[src/rtl/mem_arbiter.sv]
// mem_arbiter
//   Two-port arbiter (instruction fetch + data) in front of a single-port memory.
//   Only one memory transaction is outstanding at a time. Data normally has
//   priority. Fetch is forced through once STARVE_MAX data grants have been
//   issued while fetch was requesting.
//
// Ports
//   clk, rst            clock, asynchronous active-high reset
//   if_req/if_addr      fetch request, held until if_ack
//   if_ack/if_rdata     one-cycle completion pulse, registered fetch data
//   d_req/d_we/d_be/    data request, held with its fields until d_ack
//   d_addr/d_wdata
//   d_ack/d_rdata       one-cycle completion pulse, registered read data
//   if_stall/d_stall    combinational: request pending and not acked this cycle
//   mem_req/mem_we/     registered memory request, stable until mem_ack
//   mem_be/mem_addr/
//   mem_wdata
//   mem_ack/mem_rdata   one-cycle memory completion with read data
//
// States
//   IDLE   | no transaction outstanding; arbitrate eligible requests
//   I_BUSY | fetch transaction outstanding, waiting for mem_ack
//   D_BUSY | data transaction outstanding, waiting for mem_ack

module mem_arbiter #(
    parameter int AW         = 32,
    parameter int DW         = 32,
    parameter int STARVE_MAX = 4
) (
    input  logic            clk,
    input  logic            rst,

    input  logic            if_req,
    input  logic [AW-1:0]   if_addr,
    output logic            if_ack,
    output logic [DW-1:0]   if_rdata,

    input  logic            d_req,
    input  logic            d_we,
    input  logic [DW/8-1:0] d_be,
    input  logic [AW-1:0]   d_addr,
    input  logic [DW-1:0]   d_wdata,
    output logic            d_ack,
    output logic [DW-1:0]   d_rdata,

    output logic            if_stall,
    output logic            d_stall,

    output logic            mem_req,
    output logic            mem_we,
    output logic [DW/8-1:0] mem_be,
    output logic [AW-1:0]   mem_addr,
    output logic [DW-1:0]   mem_wdata,
    input  logic            mem_ack,
    input  logic [DW-1:0]   mem_rdata
);

    localparam logic [1:0] IDLE   = 2'd0;
    localparam logic [1:0] I_BUSY = 2'd1;
    localparam logic [1:0] D_BUSY = 2'd2;

    localparam int SW = (STARVE_MAX < 1) ? 1 : $clog2(STARVE_MAX + 1);

    logic [1:0]    state;
    logic [SW-1:0] starve_cnt;
    logic          if_elig;
    logic          d_elig;
    logic          starved;
    logic          grant_if;
    logic          grant_d;

    // A port whose ack is high this cycle is still showing the request that
    // just completed, so it must not be granted again on it.
    assign if_elig  = if_req & ~if_ack;
    assign d_elig   = d_req & ~d_ack;
    assign if_stall = if_elig;
    assign d_stall  = d_elig;

    assign starved  = (starve_cnt == SW'(STARVE_MAX));
    assign grant_if = (state == IDLE) & if_elig & (starved | ~d_elig);
    assign grant_d  = (state == IDLE) & d_elig & ~grant_if;

    always_ff @(posedge clk or posedge rst) begin
        if (rst) begin
            state      <= IDLE;
            starve_cnt <= '0;
            mem_req    <= 1'b0;
            mem_we     <= 1'b0;
            mem_be     <= '0;
            mem_addr   <= '0;
            mem_wdata  <= '0;
            if_ack     <= 1'b0;
            d_ack      <= 1'b0;
            if_rdata   <= '0;
            d_rdata    <= '0;
        end else begin
            if_ack <= 1'b0;
            d_ack  <= 1'b0;
            case (state)
                IDLE: begin
                    // mem_ack seen here belongs to nothing and is ignored.
                    if (grant_if) begin
                        mem_req    <= 1'b1;
                        mem_we     <= 1'b0;
                        mem_be     <= '1;
                        mem_addr   <= if_addr;
                        mem_wdata  <= '0;
                        starve_cnt <= '0;
                        state      <= I_BUSY;
                    end else if (grant_d) begin
                        mem_req   <= 1'b1;
                        mem_we    <= d_we;
                        mem_be    <= d_be;
                        mem_addr  <= d_addr;
                        mem_wdata <= d_wdata;
                        if (if_req && !starved) begin
                            starve_cnt <= starve_cnt + SW'(1);
                        end
                        state     <= D_BUSY;
                    end
                end
                I_BUSY: begin
                    if (mem_ack) begin
                        mem_req  <= 1'b0;
                        if_ack   <= 1'b1;
                        if_rdata <= mem_rdata;
                        state    <= IDLE;
                    end
                end
                D_BUSY: begin
                    if (mem_ack) begin
                        mem_req <= 1'b0;
                        d_ack   <= 1'b1;
                        if (!mem_we) begin
                            d_rdata <= mem_rdata;
                        end
                        state   <= IDLE;
                    end
                end
                default: begin
                    mem_req <= 1'b0;
                    state   <= IDLE;
                end
            endcase
        end
    end

endmodule

[config.mk]
export PLATFORM = sky130hd
export DESIGN_NAME = mem_arbiter
export DESIGN_NICKNAME = d
export VERILOG_FILES = /design/src/rtl/mem_arbiter.sv
export SDC_FILE = /design/constraint.sdc
export NUM_CORES = 1
export LEC_CHECK = 0
export ABC_AREA = 1
export CORE_ASPECT_RATIO = 0.5
export CORE_UTILIZATION = 42
export DETAILED_ROUTE_END_ITERATION = 8
export PLACE_DENSITY = 0.82
export SETUP_SLACK_MARGIN = 0.05
export SKIP_CTS_REPAIR_TIMING = 1
export SLEW_MARGIN = 20
export SYNTH_ARGS = -nofsm -noshare
export SYNTH_HDL_FRONTEND = slang
export SYNTH_SLANG_ARGS = --single-unit
[constraint.sdc]
create_clock -name clk -period 5.5 [get_ports clk]
set_input_delay 1.375 -clock clk [delete_from_list [all_inputs] [get_ports clk]]
set_output_delay 1.375 -clock clk [all_outputs]
set_load 0.005 [all_outputs]
==> metrics.yaml <==
p_comb_frac: 0.438
drt-initial-drc-count: 381
placed_cell_area_sq_mm: 0.009055
chipHeight_um: 87.95
grt.total_usage: 0.2410
critical_path.cell_chain: "clkdlybuf4s50_1, inv_1, nor2_1, clkdlybuf4s50_1"
nFillCells: 1083
wl_per_cell_um: 15.04
max_freq_mhz: 252.5
path_buf_inv: 3
ys_types: 20
clock_skew_ns: 0.009937
port_buffers: 275
hold_viol_final: 0
total_power_mw: 5.170
power_frac_clock: 0.214
power_density_mw_per_mm2: 536.8
worst-setup-path-type: "in -> out"
setup.worst_path.start: "d_req"
start_util: 0.4444
setup-tns-final_ns: 0
clock-sinks: 141
min_path_type: "reg -> reg"
path_common_cell: "clkdlybuf4s50_1"
syn_inst: 743
grt_max_degree: 71
grt_pass1_wl_um: 29150
final_cells: 1202
setup_viol: 0
numCtsBuffers: 17
outcome: "complete, no violations"
drc: 0
grt_setup_unrepaired: "false"
fin_util: 0.6898
post-place-ws_ns: 1.537
p_leak_nw: 4.793
worst_hold_slack_ns: 0.4806
cts_tree: "yes"
layout_commonest_cell: "clkdlybuf4s50_1"
dp_hpwl_um: 12430
cts.root.buffer_cell: "clkbuf_16"
path_clk_slew_ns: 0.06
cp-end-kind: "primary output"
vdd_drop_max_v: 0.0003047
tightest_slew_ns: 1.037
intPower_mw: 3.394
worstReg2RegStart: "state[0]"
grt_remaining_overflow: 0
ioPinCount: 276
maxCapViolCount: 0
p_sw_mw: 1.776
ant_nets: 0
avgSynthCellArea_sq_um: 8.351
min-delay-start: "mem_req"
finalMaxSlewViolations: 0
syn_to_final_growth_pct: 55.23
worstPathMaxFanout: 3
layout_common_cells: "275 x clkdlybuf4s50_1, 178 x nand2_1, 164 x nand3_1"
post-route-min-period_ns: 3.961
cp_top_family: "buffers and inverters"
fin_area_sq_mm: 0.009632
p_seq_frac: 0.348
clockBufferDepth: 2
rows: 30
place_congestion: 0.8310
fin_ws_ns: 1.539
vias: 5841
antenna_cells: 0
die_x_um: 173.9
syn_area_sq_mm: 0.006205
antenna_found_initial: 0
htreeDepth: 4
worstPathArrival_ns: 2.59
cp_slowest_cell: "clkdlybuf4s50_1"
yosysWarnings: 0
dpl.cell_count: 1170
clk_latency_ns: 0.41
yosysSeqAreaShare: 0.5687
slowest_delay_ns: 0.52
drive_gt1_frac: 0.04653
crit_path_start_kind: "primary input"
fin_crit_sh: 0.7202
via_per_inst: 4.859
finalNetCount: 1140
fp.coreArea_sq_mm: 0.01396
die_area_sq_mm: 0.01529
drt_wl_total_um: 18080
grt_pass1_vias: 5893
syn_nets: 886
cp_data_required_time_ns: 4.12
ys_seq_elements: 141
power_switching_share: 0.3435
slew_headroom: 0.3059
dr.pass1.iters: 5
[power groups by stage]
stage	registers (mW)	clock network, mW	logic [mW]
2_1_floorplan	1.83	0	0.920
3_3_place_gp	1.78	0	2.21
3_5_place_dp	1.80	0	2.27
4_1_cts	1.80	1.13	2.29
5_1_grt	1.85	1.18	2.49
6_report	1.80	1.11	2.26
[kinds of logic after synthesis]
family,share of synthesized area
compound gates,0.06171
fa+ha+maj,0.01008
buf+inv,0.1053
flops,0.5687
simple gates,0.2543
[state kept, by name, summed over array words and instances (netlist names)]
| register | count |
|---|---|
| starve_cnt | 3 |
| state | 2 |
| d_rdata | 32 |
| mem_req | 1 |
| mem_wdata | 32 |
| mem_we | 1 |
| if_rdata | 32 |
| if_ack | 1 |
| mem_be | 4 |
| mem_addr | 32 |
| d_ack | 1 |
[Yosys cell counts (all sizes together)]
cell type	instances	area, sq um
dfrtp	141	3528
inv	112	420.4
ha	5	62.56
nand4	1	6.260
buf	22	130.1
nor2	10	37.54
o21ai	67	335.3
nand2	182	685.7
nand3b	1	7.510
nand3	166	840.8
o211ai	1	7.510
a21oi	8	40.04
clkbuf	26	97.59
clkinv	1	5.000
[layout make-up]
type | count | area, sq um | area share
clock inverters | 13 | 133.9 | 0.01390
repair buffers | 283 | 2825 | 0.2933
inverters | 113 | 430.4 | 0.04469
multi-input cells | 441 | 2031 | 0.2108
flip-flops and latches | 141 | 3528 | 0.3663
clock buffers | 19 | 442.9 | 0.04599
well taps | 192 | 240.2 | 0.02494
[per-layer routing]
layer,vias up,part of all wire,global-route usage
met1,2762,0.40,0.2767
li1,2854,-,-
met5,-,0,0
met3,49,0.052,0.05382
met4,0,0.036,0.1164
met2,176,0.51,0.4378
[tightest hold or removal path: stages, from the launching register on]
cell,delay (ns)
dfrtp_1,0.34
nand2_1,0.05
nand2_1,0.06
[final timing paths]
check	to	slack [ns]	depth (start not counted)
setup / recovery	d_stall	1.54	4
hold / removal	mem_req	0.48	2
setup reg to reg	starve_cnt[0]	2.73	8
hold reg to reg	mem_req	0.48	2
max in group asynchronous	d_rdata[7]	3.18	3
min in group asynchronous	mem_wdata[27]	1.35	2
Power figures use the tool's default switching activity.
